**config.mk**
```make
export PLATFORM = sky130hd
export DESIGN_NAME = ibc_request_scheduler
export DESIGN_NICKNAME = d
export VERILOG_FILES = /design/src/rtl/ibc_request_scheduler.sv
export SDC_FILE = /design/constraint.sdc
export NUM_CORES = 1
export LEC_CHECK = 0
export ABC_AREA = 1
export CAP_MARGIN = 15
export CORE_MARGIN = 2
export CORE_UTILIZATION = 55
export CTS_CLUSTER_DIAMETER = 200
export DETAILED_ROUTE_END_ITERATION = 16
export MAX_ROUTING_LAYER = met4
export PLACE_DENSITY = 0.82
export SYNTH_ARGS = -nofsm -noshare
export SYNTH_HDL_FRONTEND = slang
export SYNTH_SLANG_ARGS = --single-unit
```
**constraint.sdc**
```tcl
create_clock -name clk -period 10.75 [get_ports clk]
set_clock_uncertainty 0.05 [all_clocks]
set_input_delay 2.15 -clock clk [delete_from_list [all_inputs] [get_ports clk]]
set_output_delay 2.15 -clock clk [all_outputs]
set_load 0.1 [all_outputs]
```
**src/rtl/ibc_request_scheduler.sv**
```systemverilog
`default_nettype none
// +----------------------------------------------------------------------------+
// | Module      : ibc_request_scheduler                                        |
// | Description : Holds each reference-cache request until the referenced      |
// |               region has been written back; drives the write-back scan.    |
// | Revision    : 1.0 - initial release                                        |
// +----------------------------------------------------------------------------+
module ibc_request_scheduler #(
   parameter int BLOCK_SIZE   = 8,
   parameter int CTU_SIZE     = 64,
   parameter int IMG_WIDTH    = 1920,
   parameter int IMG_HEIGHT   = 1080,
   parameter int X_FILE_WIDTH = 32,
   parameter int SCAN_MODE    = 1,
   parameter int GUARD        = 0,
   parameter int IDX_W        = 12,
   parameter int POC_W        = 16
) (
   input  logic                      clk,
   input  logic                      reset,
   input  logic                      req_valid_in,
   input  logic [X_FILE_WIDTH-1:0]   req_x_in,
   input  logic [X_FILE_WIDTH-1:0]   req_y_in,
   output logic                      req_ready_out,
   input  logic                      cache_idle_in,
   output logic                      cache_valid_out,
   output logic [2*X_FILE_WIDTH-1:0] cache_req_data_out,
   output logic                      wb_en_out,
   input  logic                      wb_ack_in,
   output logic [IDX_W-1:0]          wb_x_idx_out,
   output logic [IDX_W-1:0]          wb_y_idx_out,
   output logic [POC_W-1:0]          wb_poc_out,
   output logic                      frame_end_out,
   output logic [15:0]               stall_cnt_out
);

   localparam logic [31:0]        c_X_BLKS = 32'((IMG_WIDTH + BLOCK_SIZE - 1) / BLOCK_SIZE);
   localparam logic [31:0]        c_Y_BLKS = 32'((IMG_HEIGHT + BLOCK_SIZE - 1) / BLOCK_SIZE);
   localparam logic [31:0]        c_CPB    = 32'(CTU_SIZE / BLOCK_SIZE);
   localparam logic [31:0]        c_T      = 32'(BLOCK_SIZE + GUARD);
   localparam int                 c_BS_SH  = $clog2(BLOCK_SIZE);
   localparam logic signed [63:0] c_XMAX   = 64'(IMG_WIDTH - 1);
   localparam logic signed [63:0] c_YMAX   = 64'(IMG_HEIGHT - 1);

   typedef enum logic [0:0] {
      S_CHECK = 1'b0,
      S_ISSUE = 1'b1
   } state_t;

   state_t            r_state;
   state_t            w_state_nxt;
   logic [IDX_W-1:0]  r_x_idx, r_y_idx, r_ctu_x0, r_ctu_y0;
   logic [IDX_W-1:0]  w_nx, w_ny, w_ncx, w_ncy;
   logic [POC_W-1:0]  r_poc;
   logic              r_frame_end;
   logic [15:0]       r_stall_cnt;
   logic              w_wrap, w_wb_en, w_issue, w_safe;
   logic signed [63:0] w_sx, w_sy;
   logic [31:0]       w_rx, w_ry, w_px, w_py, w_rowtop;
   logic [31:0]       w_x32, w_y32, w_cx32, w_cy32;

   assign w_sx = {{(64-X_FILE_WIDTH){req_x_in[X_FILE_WIDTH-1]}}, req_x_in};
   assign w_sy = {{(64-X_FILE_WIDTH){req_y_in[X_FILE_WIDTH-1]}}, req_y_in};

   always_comb begin
      if (w_sx < 64'sd0)       w_rx = 32'd0;
      else if (w_sx > c_XMAX)  w_rx = c_XMAX[31:0];
      else                     w_rx = w_sx[31:0];
      if (w_sy < 64'sd0)       w_ry = 32'd0;
      else if (w_sy > c_YMAX)  w_ry = c_YMAX[31:0];
      else                     w_ry = w_sy[31:0];
   end

   assign w_x32    = 32'(r_x_idx);
   assign w_y32    = 32'(r_y_idx);
   assign w_cx32   = 32'(r_ctu_x0);
   assign w_cy32   = 32'(r_ctu_y0);
   assign w_px     = w_x32 << c_BS_SH;
   assign w_py     = w_y32 << c_BS_SH;
   assign w_rowtop = (SCAN_MODE == 1) ? (w_cy32 << c_BS_SH) : w_py;

   // The whole source rectangle (plus margin) must lie in already written rows or columns.
   assign w_safe = ((w_px > w_rx + c_T) && (w_py > w_ry + c_T)) || (w_rowtop > w_ry + c_T);

   // Next scan position; positions beyond the picture edge are skipped in the same step.
   always_comb begin
      w_nx   = r_x_idx;
      w_ny   = r_y_idx;
      w_ncx  = r_ctu_x0;
      w_ncy  = r_ctu_y0;
      w_wrap = 1'b0;
      if (SCAN_MODE == 0) begin
         if (w_x32 + 32'd1 < c_X_BLKS) begin
            w_nx = IDX_W'(w_x32 + 32'd1);
         end else if (w_y32 + 32'd1 < c_Y_BLKS) begin
            w_nx = '0;
            w_ny = IDX_W'(w_y32 + 32'd1);
         end else begin
            w_nx   = '0;
            w_ny   = '0;
            w_wrap = 1'b1;
         end
      end else begin
         if ((w_x32 - w_cx32 + 32'd1 < c_CPB) && (w_x32 + 32'd1 < c_X_BLKS)) begin
            w_nx = IDX_W'(w_x32 + 32'd1);
         end else if ((w_y32 - w_cy32 + 32'd1 < c_CPB) && (w_y32 + 32'd1 < c_Y_BLKS)) begin
            w_nx = r_ctu_x0;
            w_ny = IDX_W'(w_y32 + 32'd1);
         end else if (w_cx32 + c_CPB < c_X_BLKS) begin
            w_ncx = IDX_W'(w_cx32 + c_CPB);
            w_nx  = IDX_W'(w_cx32 + c_CPB);
            w_ny  = r_ctu_y0;
         end else if (w_cy32 + c_CPB < c_Y_BLKS) begin
            w_ncx = '0;
            w_ncy = IDX_W'(w_cy32 + c_CPB);
            w_nx  = '0;
            w_ny  = IDX_W'(w_cy32 + c_CPB);
         end else begin
            w_nx   = '0;
            w_ny   = '0;
            w_ncx  = '0;
            w_ncy  = '0;
            w_wrap = 1'b1;
         end
      end
   end

   always_comb begin
      w_state_nxt = r_state;
      w_wb_en     = 1'b0;
      w_issue     = 1'b0;
      if (!reset) begin
         case (r_state)
            S_CHECK: begin
               if (req_valid_in) begin
                  if (w_safe) w_state_nxt = S_ISSUE;
                  else        w_wb_en     = 1'b1;
               end
            end
            S_ISSUE: begin
               if (req_valid_in && cache_idle_in) begin
                  w_issue     = 1'b1;
                  w_state_nxt = S_CHECK;
               end
            end
            default: w_state_nxt = S_CHECK;
         endcase
      end
   end

   always_ff @(posedge clk) begin
      if (reset) begin
         r_state     <= S_CHECK;
         r_x_idx     <= '0;
         r_y_idx     <= '0;
         r_ctu_x0    <= '0;
         r_ctu_y0    <= '0;
         r_poc       <= '0;
         r_frame_end <= 1'b0;
         r_stall_cnt <= '0;
      end else begin
         r_state     <= w_state_nxt;
         r_frame_end <= 1'b0;
         if (w_wb_en) begin
            if (r_stall_cnt != 16'hFFFF) r_stall_cnt <= r_stall_cnt + 16'd1;
            if (wb_ack_in) begin
               r_x_idx  <= w_nx;
               r_y_idx  <= w_ny;
               r_ctu_x0 <= w_ncx;
               r_ctu_y0 <= w_ncy;
               if (w_wrap) begin
                  r_poc       <= r_poc + 1'b1;
                  r_frame_end <= 1'b1;
               end
            end
         end
      end
   end

   assign req_ready_out      = w_issue;
   assign cache_valid_out    = w_issue;
   assign cache_req_data_out = w_issue ? {req_y_in, req_x_in} : '0;
   assign wb_en_out          = w_wb_en;
   assign wb_x_idx_out       = r_x_idx;
   assign wb_y_idx_out       = r_y_idx;
   assign wb_poc_out         = r_poc;
   assign frame_end_out      = r_frame_end;
   assign stall_cnt_out      = r_stall_cnt;

endmodule
`default_nettype wire

```
==> results of run 1 <==
## per-layer routing
layer,vias up,share of wire (%)
met5,-,0
met1,4377,45
met2,368,46
met3,53,6.6
li1,4904,-
met4,0,2.3
## kinds of logic after synthesis
family,synth area share [%]
xor+xnor,7.77
simple gates,38.6
flops,19.3
compound gates,11.7
buf+inv,13.1
fa+ha+maj,9.45
other cells,0.0441
## area by class of cell
| type | instances | area (sq um) |
|---|---|---|
| clock buffer | 9 | 225 |
| clock inverter | 7 | 106 |
| fill | 1341 | 4330 |
| inverter | 239 | 897 |
| multi-input combinational | 1053 | 5770 |
| sequential | 82 | 1640 |
| tap | 188 | 235 |
| timing repair buffer | 195 | 1940 |
## flip-flops by register name (all words and copies together), names as in the netlist
register / count
stall_cnt_out: 16
wb_poc_out: 16
r_ctu_x0: 12
r_ctu_y0: 12
wb_x_idx_out: 12
wb_y_idx_out: 12
frame_end_out: 1
r_state: 1
## through the flow
stage	cells	worst slack, ns
final	1773	1.74
after global routing	1773	1.33
after CTS	1773	1.77
after detailed placement	1757	1.78
after global placement	1757	1.86
after floorplan	1413	3.00
## worst max-delay path, delay by kind of cell
kind            cells  cell delay, ns
buf+inv             3            1.73
compound gates      4            0.56
fa+ha+maj           2            0.54
simple gates       17            1.81
## placed cells by master (no fill, tap or decap), drive strengths merged, types with 3 or more instances in the layout
| master | count |
|---|---|
| a211oi | 3 |
| a21oi | 97 |
| a31oi | 6 |
| buf | 4 |
| clkbuf | 9 |
| clkdlybuf4s50 | 191 |
| clkinv | 3 |
| conb | 8 |
| dfxtp | 82 |
| ha | 61 |
| inv | 241 |
| nand2 | 305 |
| nand3 | 103 |
| nand3b | 6 |
| nand4 | 56 |
| nor2 | 206 |
| nor3 | 41 |
| nor4 | 9 |
| o21ai | 47 |
| o21bai | 6 |
| o31ai | 3 |
| xnor2 | 16 |
| xor2 | 56 |
## final timing paths
path                  endpoint            start  depth (start not counted)
setup / recovery     wb_en_out     req_y_in[31]                         26
setup reg to reg   r_ctu_y0[8]  wb_y_idx_out[0]                         25
hold / removal    r_ctu_x0[10]     r_ctu_x0[10]                          2
hold reg to reg   r_ctu_x0[10]     r_ctu_x0[10]                          2
## power breakdown
part           internal, uW  total (uW)  switching, uW
sequential              315         336           21.3
clock                   208         350            142
combinational           276         966            690
total                   799        1650            853
==> impl_metrics.toml, run 1 <==
[run_status]
result_of_the_run = "complete, no violations"

[sta]
final.period_utilization_pct = 83.8
timing.final.crit_period_ns = 9.01
finalSetupTns_ns = 0
timing.max_slew.rel_slack_pct = 21.8
timing_worst_slew_pin_value_ns = 1.17
number_of_max_slew_violations_in_the_final_report = 0
finalHoldWorstSlack_ns = 0.437
hold_viol_final = 0
grt_setup_unrepaired = "no"
maxClockFrequency_ghz = 0.111
final-setup-viol-count = 0

[route]
vias_per_cell = 5.47
drc = 0
wl_per_cell_um = 14.6
dr_total_vias = 9702
finalWirelength_um = 26000
drt_pass1_iterations = 5
postRouteAntennaNets = 0
detailedRoute.firstIterationViolations = 783

[power]
powerDensity_mw_per_mm2 = 153
report.power.total_uw = 1650
irDropWorstVdd_uv = 187
cellLeakagePower_uw = 0.00490

[global_route]
grt_antenna_before_repair = 0
met2_usage_pct = 50.6
vias_in_the_first_global_route = 8552
grt_pass1_wl_um = 42400
grt.met3_usage_pct = 3.13
globalRoute.totalOverflow = 0
gr-max-usage-layer = "met2"
pin_count_of_the_biggest_net_entering_global_routing = 70
met1_usage_pct = 44.1
grt.total_usage_pct = 32.2

[synthesis]
post-synth-top-area-fraction_pct = 19.3
most_used_standard_cell_by_instance_count_after_synthesis = "nand2_1"
synthesis.instances = 1406
netlist-cell-type-count = 60
synth_flop_cell = "dfxtp_1"
ys_top_cells_by_area = "dfxtp_1, nand2_1, inv_1, ha_1, nor2_1"
syn-mean-instance-area_sq_um = 6.04
synth_area_sq_mm = 0.00850
count_of_flip_flops_with_a_built_in_enable_after_synthesis = 0
ys_seq_elements = 82
yosys.area.top_type = "dfxtp_1"
yosysWarnings = 0
netlist_top_cells_count = "nand2_1, inv_1, nor2_1"
synth_sequential_area_ratio_pct = 19.3
synthArstFlopShare_pct = 0

[clocking]
clock-sinks = 82
max-clock-path-buffers = 2
worstSkewPairLatency_ns = 0.35
clock_tree.root_cell = "clkbuf_16"
cts_hold_repair.buffers = 0
cts-resized-gates = 0
cts.clk_slew.worst_paths_ns = 0.07
setup_repair_bufs_after_cts = 0
cts_tree = "done"
cts_inserted_buffers = 9
cts.htree.levels = 3

[placement]
buffer_ports.inserted = 192
gp_routability_congestion = 0.973
placed_cell_area_sq_mm = 0.0105
dp_hpwl_um = 20100

[layout]
nNetsFinal = 1712
antenna_cells_inserted = 0
final_util_pct = 71.4
post-route-cell-area_sq_mm = 0.0108
areaGrowthSynthToFinish_pct = 27.2
post_route_cells_drive_above_1_share_pct = 4.29

[die]
die_area_sq_mm = 0.0165
io_pins = 193
floorplan.core_area_sq_mm = 0.0151
floorplan.initialDensity_pct = 56.1
die_x_um = 128
die_span_in_y_um = 128
std_cell_rows = 45

[worst_setup_path]
crit_path_kind = "in -> out"
critical-path-slowest-cell = "clkdlybuf4s50_1"
path_max_fanout = 10
setup.reg_to_reg.worst_slack_ns = 6.21
crit_required_ns = 8.55
timing.critical_path.from_type = "input pin"
critPathMaxStageDelay_ns = 1.15
worstSetupEndpointType = "output pin"
arrival_ns = 6.81

[flow_run]
count_of_maximum_capacitance_violations = 0

[worst_hold_path]
hold_path_class = "reg -> reg"
No activity file was read; power rests on OpenSTA's default activity.
==> run 2, diff against run 1 <==
--- a/config.mk
+++ b/config.mk
@@ -8,11 +8,11 @@
 export ABC_AREA = 1
 export CAP_MARGIN = 15
 export CORE_MARGIN = 2
-export CORE_UTILIZATION = 55
+export CORE_UTILIZATION = 52
 export CTS_CLUSTER_DIAMETER = 200
 export DETAILED_ROUTE_END_ITERATION = 16
 export MAX_ROUTING_LAYER = met4
-export PLACE_DENSITY = 0.82
+export PLACE_DENSITY = 0.78
 export SYNTH_ARGS = -nofsm -noshare
 export SYNTH_HDL_FRONTEND = slang
 export SYNTH_SLANG_ARGS = --single-unit
==> constraint.sdc (replaced) <==
create_clock -name clk -period 8.4 [get_ports clk]
set_clock_uncertainty 0.05 [all_clocks]
set_input_delay 1.68 -clock clk [delete_from_list [all_inputs] [get_ports clk]]
set_output_delay 1.68 -clock clk [all_outputs]
set_load 0.1 [all_outputs]
==> run 2 against run 1 <==
Net effect: flip-flop and latch count unchanged; sequential share of layout area about the same; die area up 5.6%; clock power up 15%; largest cell class unchanged; highest routed layer unchanged.
==> impl_metrics.toml, run 2 (same netlist as run 1, synthesis figures left out) <==
[run_status]
result_of_the_run = "complete, no violations"

[worst_setup_path]
path_max_fanout = 10
worst_r2r_path_depth = 26
setup.reg_to_reg.worst_slack_ns = 3.81
r2r-end = "r_ctu_y0[8]"
crit_required_ns = 6.67
crit_path_kind = "in -> out"
r2r-start = "wb_y_idx_out[0]"
timing.critical_path.from_type = "input pin"
arrival_ns = 5.42
worstSetupEndpointType = "output pin"

[clocking]
cts_hold_repair.buffers = 0
clock_tree.root_cell = "clkbuf_16"
cts.clk_slew.worst_paths_ns = 0.06
cts_inserted_buffers = 9
setup_repair_bufs_after_cts = 0
cts-resized-gates = 0
cts.htree.levels = 3
cts_tree = "done"
worstSkewPairLatency_ns = 0.36
clock-sinks = 82
max-clock-path-buffers = 2

[layout]
areaGrowthSynthToFinish_pct = 27.4
final_cell_mix = "nand2_1, inv_1, nor2_1"
post_route_cells_drive_above_1_share_pct = 4.41
post-route-cell-area_sq_mm = 0.0108
antenna_cells_inserted = 0
most_common_cell_after_layout_fill_and_taps_aside = "nand2_1"
nNetsFinal = 1713

[placement]
gp_routability_congestion = 0.948
dp_hpwl_um = 20300
dpl_worst_slack_ns = 1.26
placed_cell_area_sq_mm = 0.0105
buffer_ports.inserted = 192

[global_route]
grt.total_usage_pct = 30.4
pin_count_of_the_biggest_net_entering_global_routing = 69
grt_antenna_before_repair = 0
vias_in_the_first_global_route = 8689
globalRoute.totalOverflow = 0
grt_pass1_wl_um = 42800

[die]
io_pins = 193
die_area_sq_mm = 0.0174
std_cell_rows = 46
die_x_um = 132
die_span_in_y_um = 132
floorplan.core_area_sq_mm = 0.0159
floorplan.initialDensity_pct = 53.3

[worst_hold_path]
hold_start = "stall_cnt_out[11]"
hold_path_class = "reg -> reg"
min_delay_path_depth = 2
worst_hold_path.endpoint = "stall_cnt_out[11]"

[sta]
timing.max_slew.rel_slack_pct = 32.4
final-setup-viol-count = 0
timing.final.crit_period_ns = 7.15
timing_worst_slew_pin_value_ns = 1.01
final.period_utilization_pct = 85.1
maxClockFrequency_ghz = 0.140
number_of_max_slew_violations_in_the_final_report = 0
hold_viol_final = 0
grt_setup_unrepaired = "no"
setup_ws_ns = 1.25
finalSetupTns_ns = 0

[power]
irDropWorstVdd_uv = 348
part_of_the_power_in_combinational_logic_pct = 60.0
sequential_power_share_pct = 20.6
switchingPower_uw = 1120
powerDensity_mw_per_mm2 = 192
cellLeakagePower_uw = 0.00489
cell_internal_power_uw = 967
netSwitchingFraction_pct = 53.6
share_clk_of_total_power_pct = 19.4

[route]
drc = 0
vias_per_cell = 5.31
wl_per_cell_um = 14.7
dr_total_vias = 9563
drt_pass1_iterations = 5
detailedRoute.firstIterationViolations = 788
finalWirelength_um = 26400
postRouteAntennaNets = 0

[flow_run]
count_of_maximum_capacitance_violations = 0
[run 2: final cells by class]
type,instances,area (sq um)
Sequential cell,82,1640
Clock buffer,9,225
Clock inverter,7,68.8
Timing Repair Buffer,196,1960
Inverter,239,897
Fill cell,1457,5110
Multi-Input combinational cell,1053,5770
Tap cell,216,270
[run 2: stage by stage]
stage	hold WS, ns	std cells	util (%)	total power (uW)
finish	0.441	1802	67.9	2080
global route	0.466	1802	67.9	2250
CTS	0.440	1802	67.9	2060
detailed placement	0.429	1786	66.1	1650
global placement	0.424	1785	66.0	1650
floorplan	0.404	1413	-	1380
[run 2: worst max-delay path by stage]
stage            startpoint  cells past startpoint                     end
2_1_floorplan         reset                      7  cache_req_data_out[10]
3_3_place_gp   req_y_in[31]                     26               wb_en_out
3_5_place_dp   req_y_in[31]                     26               wb_en_out
4_1_cts        req_y_in[31]                     26               wb_en_out
5_1_grt        req_x_in[25]                     26               wb_en_out
6_report        req_y_in[6]                     24               wb_en_out
[run 2: power by group through the flow]
stage                     clock network, uW  logic (uW)  registers [uW]
after floorplan                           0         901             478
after global placement                    0        1210             438
final                                   403        1250             429
after detailed placement                  0        1220             437
after CTS                               408        1230             428
after global routing                    422        1390             431
[run 2: metal layers]
| metal | GRT usage (%) | part of all wire (%) |
|---|---|---|
| met4 | 8.15 | 1.8 |
| met1 | 40.0 | 46 |
| met5 | - | 0 |
| met3 | 4.84 | 5.9 |
| met2 | 48.5 | 47 |
[run 2: worst max-delay path, cell delays in order]
cell	delay, ns
clkdlybuf4s50_1	0.51
nor2_1	0.17
nand2_1	0.07
nor2_1	0.13
nand4_1	0.15
nand3_4	0.17
inv_1	0.08
nor3_1	0.32
ha_1	0.26
nand3_1	0.10
nor2_2	0.15
nor3_1	0.06
a21oi_1	0.20
ha_1	0.29
a21oi_1	0.14
o21ai_0	0.09
a21oi_1	0.14
nand2_1	0.07
nand4_1	0.10
nand3_2	0.10
nand2_4	0.08
nand2_4	0.06
nor2_8	0.11
buf_12	0.18
==> RTL edit 1 (flow settings as in run 2) <==
`POC_W`: 16 -> 14.
--- a/src/rtl/ibc_request_scheduler.sv
+++ b/src/rtl/ibc_request_scheduler.sv
@@ -14,7 +14,7 @@
    parameter int SCAN_MODE    = 1,
    parameter int GUARD        = 0,
    parameter int IDX_W        = 12,
-   parameter int POC_W        = 16
+   parameter int POC_W        = 14
 ) (
    input  logic                      clk,
    input  logic                      reset,
Ports: changed (resized wb_poc_out); port bits go from 193 to 191. No check against the original RTL was run, so the function may have changed too.
==> RTL edit 1 against run 2 <==
Worst setup slack worse by 0.051 ns. Sequential cell count down 2. Design area down 3.4%. Wire length down 8.8%. Synthesized cell count down 4.4%. Area after synthesis down 3.4%. Critical path type unchanged.
Power is not compared: it rests on default switching activity, and its combinational part moved more than twofold at a synthesized area within 25%.
==> RTL edit 1: results (changes against run 2) <==
Run status
  • Outcome: finished clean (unchanged)

Drt
  • DRT Wirelength: 24090 um (was 26420 um)
  • Initial drt markers: 678 (was 788)
  • Via/cell ratio: 5.254 (was 5.307)
  • Pre-antenna DRT Iters: 6 (was 5)

Hold path
  • Critical hold path startpoint: r_state (was stall_cnt_out[11])

Placed design
  • Pre-CTS WS: 1.254 ns (was 1.264 ns)
  • I/O Buffers: 190 (was 192)
  • Dpl cell area: 10190 um^2 (was 10530 um^2)
  • DP HPWL: 18430 um (was 20300 um)
  • Placed Cells: 1715 (was 1786)
  • GPL Wtd Cong: 0.9874 (was 0.9476)

Logic synthesis
  • Most frequent cells after synthesis: 283 x nand2_1, 211 x inv_1, 175 x nor2_1 (was 297 x nand2_1, 224 x inv_1, 195 x nor2_1)
  • Synth area leaders: dfxtp_1 20%, nand2_1 13%, inv_1 9.6%, ha_1 9.3%, nor2_1 8.0% (was dfxtp_1 19%, nand2_1 13%, inv_1 9.9%, ha_1 9.0%, nor2_1 8.6%)
  • Mux cell area share after synthesis: 0.1372% (was 0%)
  • Post-synthesis adder-cell area fraction: 9.784% (was 9.452%)
  • Synthesized area per cell: 6.109 um^2 (was 6.044 um^2)

Global route
  • Largest net degree at the start of global routing: 72 (was 69)
  • First-pass GRT wire length: 40020 um (was 42760 um)
  • Vias in the first global route: 8300 (was 8689)

Cells and area
  • Final #Nets: 1647 (was 1713)
  • Ratio of cells with drive above 1 in the final layout: 4.542% (was 4.414%)

Critical path
  • Reg2Reg Capture Point: r_ctu_y0[9] (was r_ctu_y0[8])
  • Reg2Reg Depth: 21 (was 26)
  • R2R Setup Slk: 4.06 ns (was 3.81 ns)
  • Critical path arrival: 5.47 ns (was 5.42 ns)

Clock tree
  • Worst-Skew Late Latency: 0.34 ns (was 0.36 ns)
==> RTL edit 1: cell types whose count changed after synthesis, sizes merged, moves of 4 or more <==
cell	change
inv	-16
nor2	-15
nand2	-11
nand4	+9
nand3	-7
o21ai	-7
a21oi	+4
o22ai	+4
==> RTL edit 1: area by class of cell <==
cell class	count	area (um^2)
inverters	222	835.8
multi-input cells	1009	5562
clock inverters	3	18.77
repair buffers	193	1929
fillers	1398	4857
well taps	211	264.0
flip-flops and latches	80	1602
clock buffers	12	246.5
==> RTL edit 1: logic make-up after synthesis <==
kind of cell               Yosys count
buffers and inverters              262
adders and majority gates           63
AOI/OAI and AO/OA                  168
muxes                                1
DFF                                 80
xor gates and xnor gates            72
and+or+nand+nor                    697
other                                1
==> RTL edit 1: layer usage <==
layer	up-vias	share of wire (%)	global-route usage (%)
met3	48	5.3	4.500
met2	286	46	46.75
li1	4695	-	-
met1	4060	46	40.27
met4	0	2.7	8.602
met5	-	0	-
==> RTL edit 1: power groups by stage <==
stage                     Sequential (uW)  Clock [uW]  Combinational (uW)
after floorplan                       417           0                 189
after global placement                398           0                 290
after detailed placement              398           0                 291
after CTS                             390         363                 293
after global routing                  390         378                 329
final                                 390         362                 296
==> RTL edit 1: worst min-delay path by stage <==
| stage | to | slack, ns | cells past startpoint |
|---|---|---|---|
| 2_1_floorplan | r_state | 0.40 | 2 |
| 3_3_place_gp | r_state | 0.41 | 2 |
| 3_5_place_dp | r_state | 0.42 | 2 |
| 4_1_cts | r_state | 0.43 | 2 |
| 5_1_grt | r_ctu_y0[7] | 0.47 | 2 |
| 6_report | r_state | 0.42 | 2 |
==> RTL edit 1: per-stage QoR <==
stage	power, uW	util (%)
after global routing	1098	68.28
after global placement	687.7	66.55
final	1049	68.28
after detailed placement	689.4	66.55
after floorplan	605.4	-
after CTS	1046	68.28
==> RTL edit 2 (config.mk and constraints of run 2) <==
Without the edit above. Reset style: asynchronous (`reset`), changed in one clocked block.
--- a/src/rtl/ibc_request_scheduler.sv
+++ b/src/rtl/ibc_request_scheduler.sv
@@ -148,7 +148,7 @@
       end
    end
 
-   always_ff @(posedge clk) begin
+   always_ff @(posedge clk or posedge reset) begin
       if (reset) begin
          r_state     <= S_CHECK;
          r_x_idx     <= '0;
Check against the original RTL: differs if reset is asserted again (counterexample within 4 cycles, from zero or initial values and one cycle with reset high); with reset held inactive, the same outputs for 4 cycles.
==> RTL edit 2 against run 2 <==
Design area rose by 4.5%. Worst setup slack got worse by 0.45 ns. Area after synthesis rose by 5.4%. First-iteration DRC count fell by 11%. Synthesized cell count rose by 2.9%. Total power rose by 12%. Sequential cell count did not move. Wire length rose by 5.1%. Hold slack got worse by 0.015 ns. Sequential share of layout area rose by 3.0 points. Count of clock-buffer cells in the layout rose by 2. Via count rose by 4.1%. Critical endpoint unchanged. Largest cell class unchanged.
==> RTL edit 2: results (changes against run 2) <==
Placed design
  • DP HPWL: 21530 um (was 20300 um)
  • GPL Wtd Cong: 0.9369 (was 0.9476)
  • Dpl cell area: 11000 um^2 (was 10530 um^2)
  • I/O Buffers: 192 (unchanged)
  • Pre-CTS WS: 0.9538 ns (was 1.264 ns)

Global route
  • Largest net degree at the start of global routing: 70 (was 69)
  • Vias in the first global route: 9301 (was 8689)
  • First-pass GRT wire length: 44980 um (was 42760 um)
  • Antenna violations before repair: 0 (unchanged)
  • Total GRT Usage: 31.34% (was 30.37%)

Hold path
  • Worst hold path type: flop to flop (unchanged)

Critical path
  • Critical path fanouts, max: 11 (was 10)
  • Crit path largest cell delay: 0.59 ns (was 0.51 ns)
  • Critical path arrival: 5.87 ns (was 5.42 ns)
  • Crit path max-delay cell type: clkdlybuf4s50_1 (unchanged)

Logic synthesis
  • Most frequent cells after synthesis: 380 x nand2_1, 229 x inv_1, 190 x nor2_1 (was 297 x nand2_1, 224 x inv_1, 195 x nor2_1)
  • Sequential area share after synthesis: 22.90% (was 19.32%)
  • Synth area leaders: dfrtp_1 23%, nand2_1 16%, inv_1 9.6%, ha_1 8.5%, nor2_1 8.0% (was dfxtp_1 19%, nand2_1 13%, inv_1 9.9%, ha_1 9.0%, nor2_1 8.6%)
  • Yosys warns: 0 (unchanged)
  • Distinct cell type count after synthesis: 46 (was 60)
  • Synth async-reset ratio: 100.0% (was 0%)

Clock tree
  • Post-cts resize count: 0 (unchanged)
  • Clock transition at the registers of the reported paths: 0.06 ns (about the same)
  • Setup repair bufs after CTS: 0 (unchanged)
  • Worst-Skew Late Latency: 0.36 ns (about the same)
  • Root Driver: clkbuf_16 (unchanged)
  • CTS HTree Levels: 3 (unchanged)
  • TritonCTS Buffers: 9 (unchanged)
  • Clk buf depth: 2 (unchanged)

Cells and area
  • Fill count: 1578 (was 1457)
  • ANT cells: 0 (unchanged)
  • Ratio of cells with drive above 1 in the final layout: 2.952% (was 4.414%)
  • Final #Nets: 1754 (was 1713)

STA
  • Worst-Margin Slew: 1.088 ns (was 1.010 ns)

Run status
  • Outcome: finished clean (unchanged)

Drt
  • Pre-antenna DRT Iters: 7 (was 5)
  • Via/cell ratio: 5.394 (was 5.307)
  • Initial drt markers: 705 (was 788)
  • DRT Wirelength: 27770 um (was 26420 um)

Power
  • Leakage power: 0.005745 uW (was 0.004886 uW)
  • Max IR drop VDD: 0.2804 mV (was 0.3480 mV)
==> RTL edit 2: changes by cell type after synthesis, sizes merged, moves of 12 or more <==
cell,run 2,this run
nor3,41,29
nand4,56,78
nand3,103,122
a21oi,97,42
dfrtp,0,82
dfxtp,82,0
nand2,305,384
xnor2,16,30
xor2,56,44
==> RTL edit 2: logic make-up after synthesis <==
family	Yosys count	share of synthesized area, %
AND/OR/NAND/NOR	826	40.27
buffers and inverters	273	12.36
AO/OA/AOI/OAI	128	8.142
flip-flops	82	22.90
XOR/XNOR	74	7.317
adder cells (fa/ha/maj)	63	8.965
other	1	0.04185
==> RTL edit 2: path summary, 6_finish.rpt <==
path | startpoint | end | slack [ns] | cells past startpoint
setup reg to reg | wb_x_idx_out[0] | wb_poc_out[2] | 3.25 | 27
max in group asynchronous | reset | wb_poc_out[11] | 5.49 | 4
min in group asynchronous | reset | stall_cnt_out[11] | 1.79 | 3
hold / removal | r_ctu_x0[1] | r_ctu_x0[1] | 0.43 | 2
setup / recovery | req_y_in[31] | wb_en_out | 0.80 | 25
hold reg to reg | r_ctu_x0[1] | r_ctu_x0[1] | 0.43 | 2
==> RTL edit 2: power breakdown <==
group,internal (uW),switching (uW),total (uW)
sequential,420,57.6,478
clock,268,166,434
combinational,403,1020,1430
==> RTL edit 2: worst max-delay path, delay by kind of cell <==
kind | cells | cell delay, ns
AOI/OAI and AO/OA | 2 | 0.70
adders and majority gates | 2 | 0.63
buffers and inverters | 5 | 0.95
and+or+nand+nor | 16 | 1.91
==> RTL edit 2: per-stage QoR <==
stage,cells,hold WS [ns],utilization (%)
after floorplan,1454,0.3919,-
after global placement,1831,0.4059,65.86
after detailed placement,1831,0.4133,65.86
after CTS,1846,0.4288,67.76
after global routing,1846,0.4622,67.76
final,1846,0.4264,67.76
==> RTL edit 2: layer usage <==
layer	part of all wire [%]	up-vias	GRT usage (%)	routed length [um]
met5	0	-	-	0
met4	3.4	0	13.54	932
met3	7.4	65	4.602	2042
met2	46	385	52.14	12840
met1	43	4514	38.03	11960
li1	-	4993	-	-
==> RTL edit 2: layout make-up <==
type | instances | area, um^2 | share of cell area, %
clock inverter | 4 | 73.82 | 0.6524
sequential | 82 | 2052 | 18.13
inverter | 231 | 868.3 | 7.674
multi-input combinational | 1099 | 5827 | 51.49
clock buffer | 11 | 242.7 | 2.145
timing repair buffer | 199 | 1977 | 17.47
tap | 220 | 275.3 | 2.433
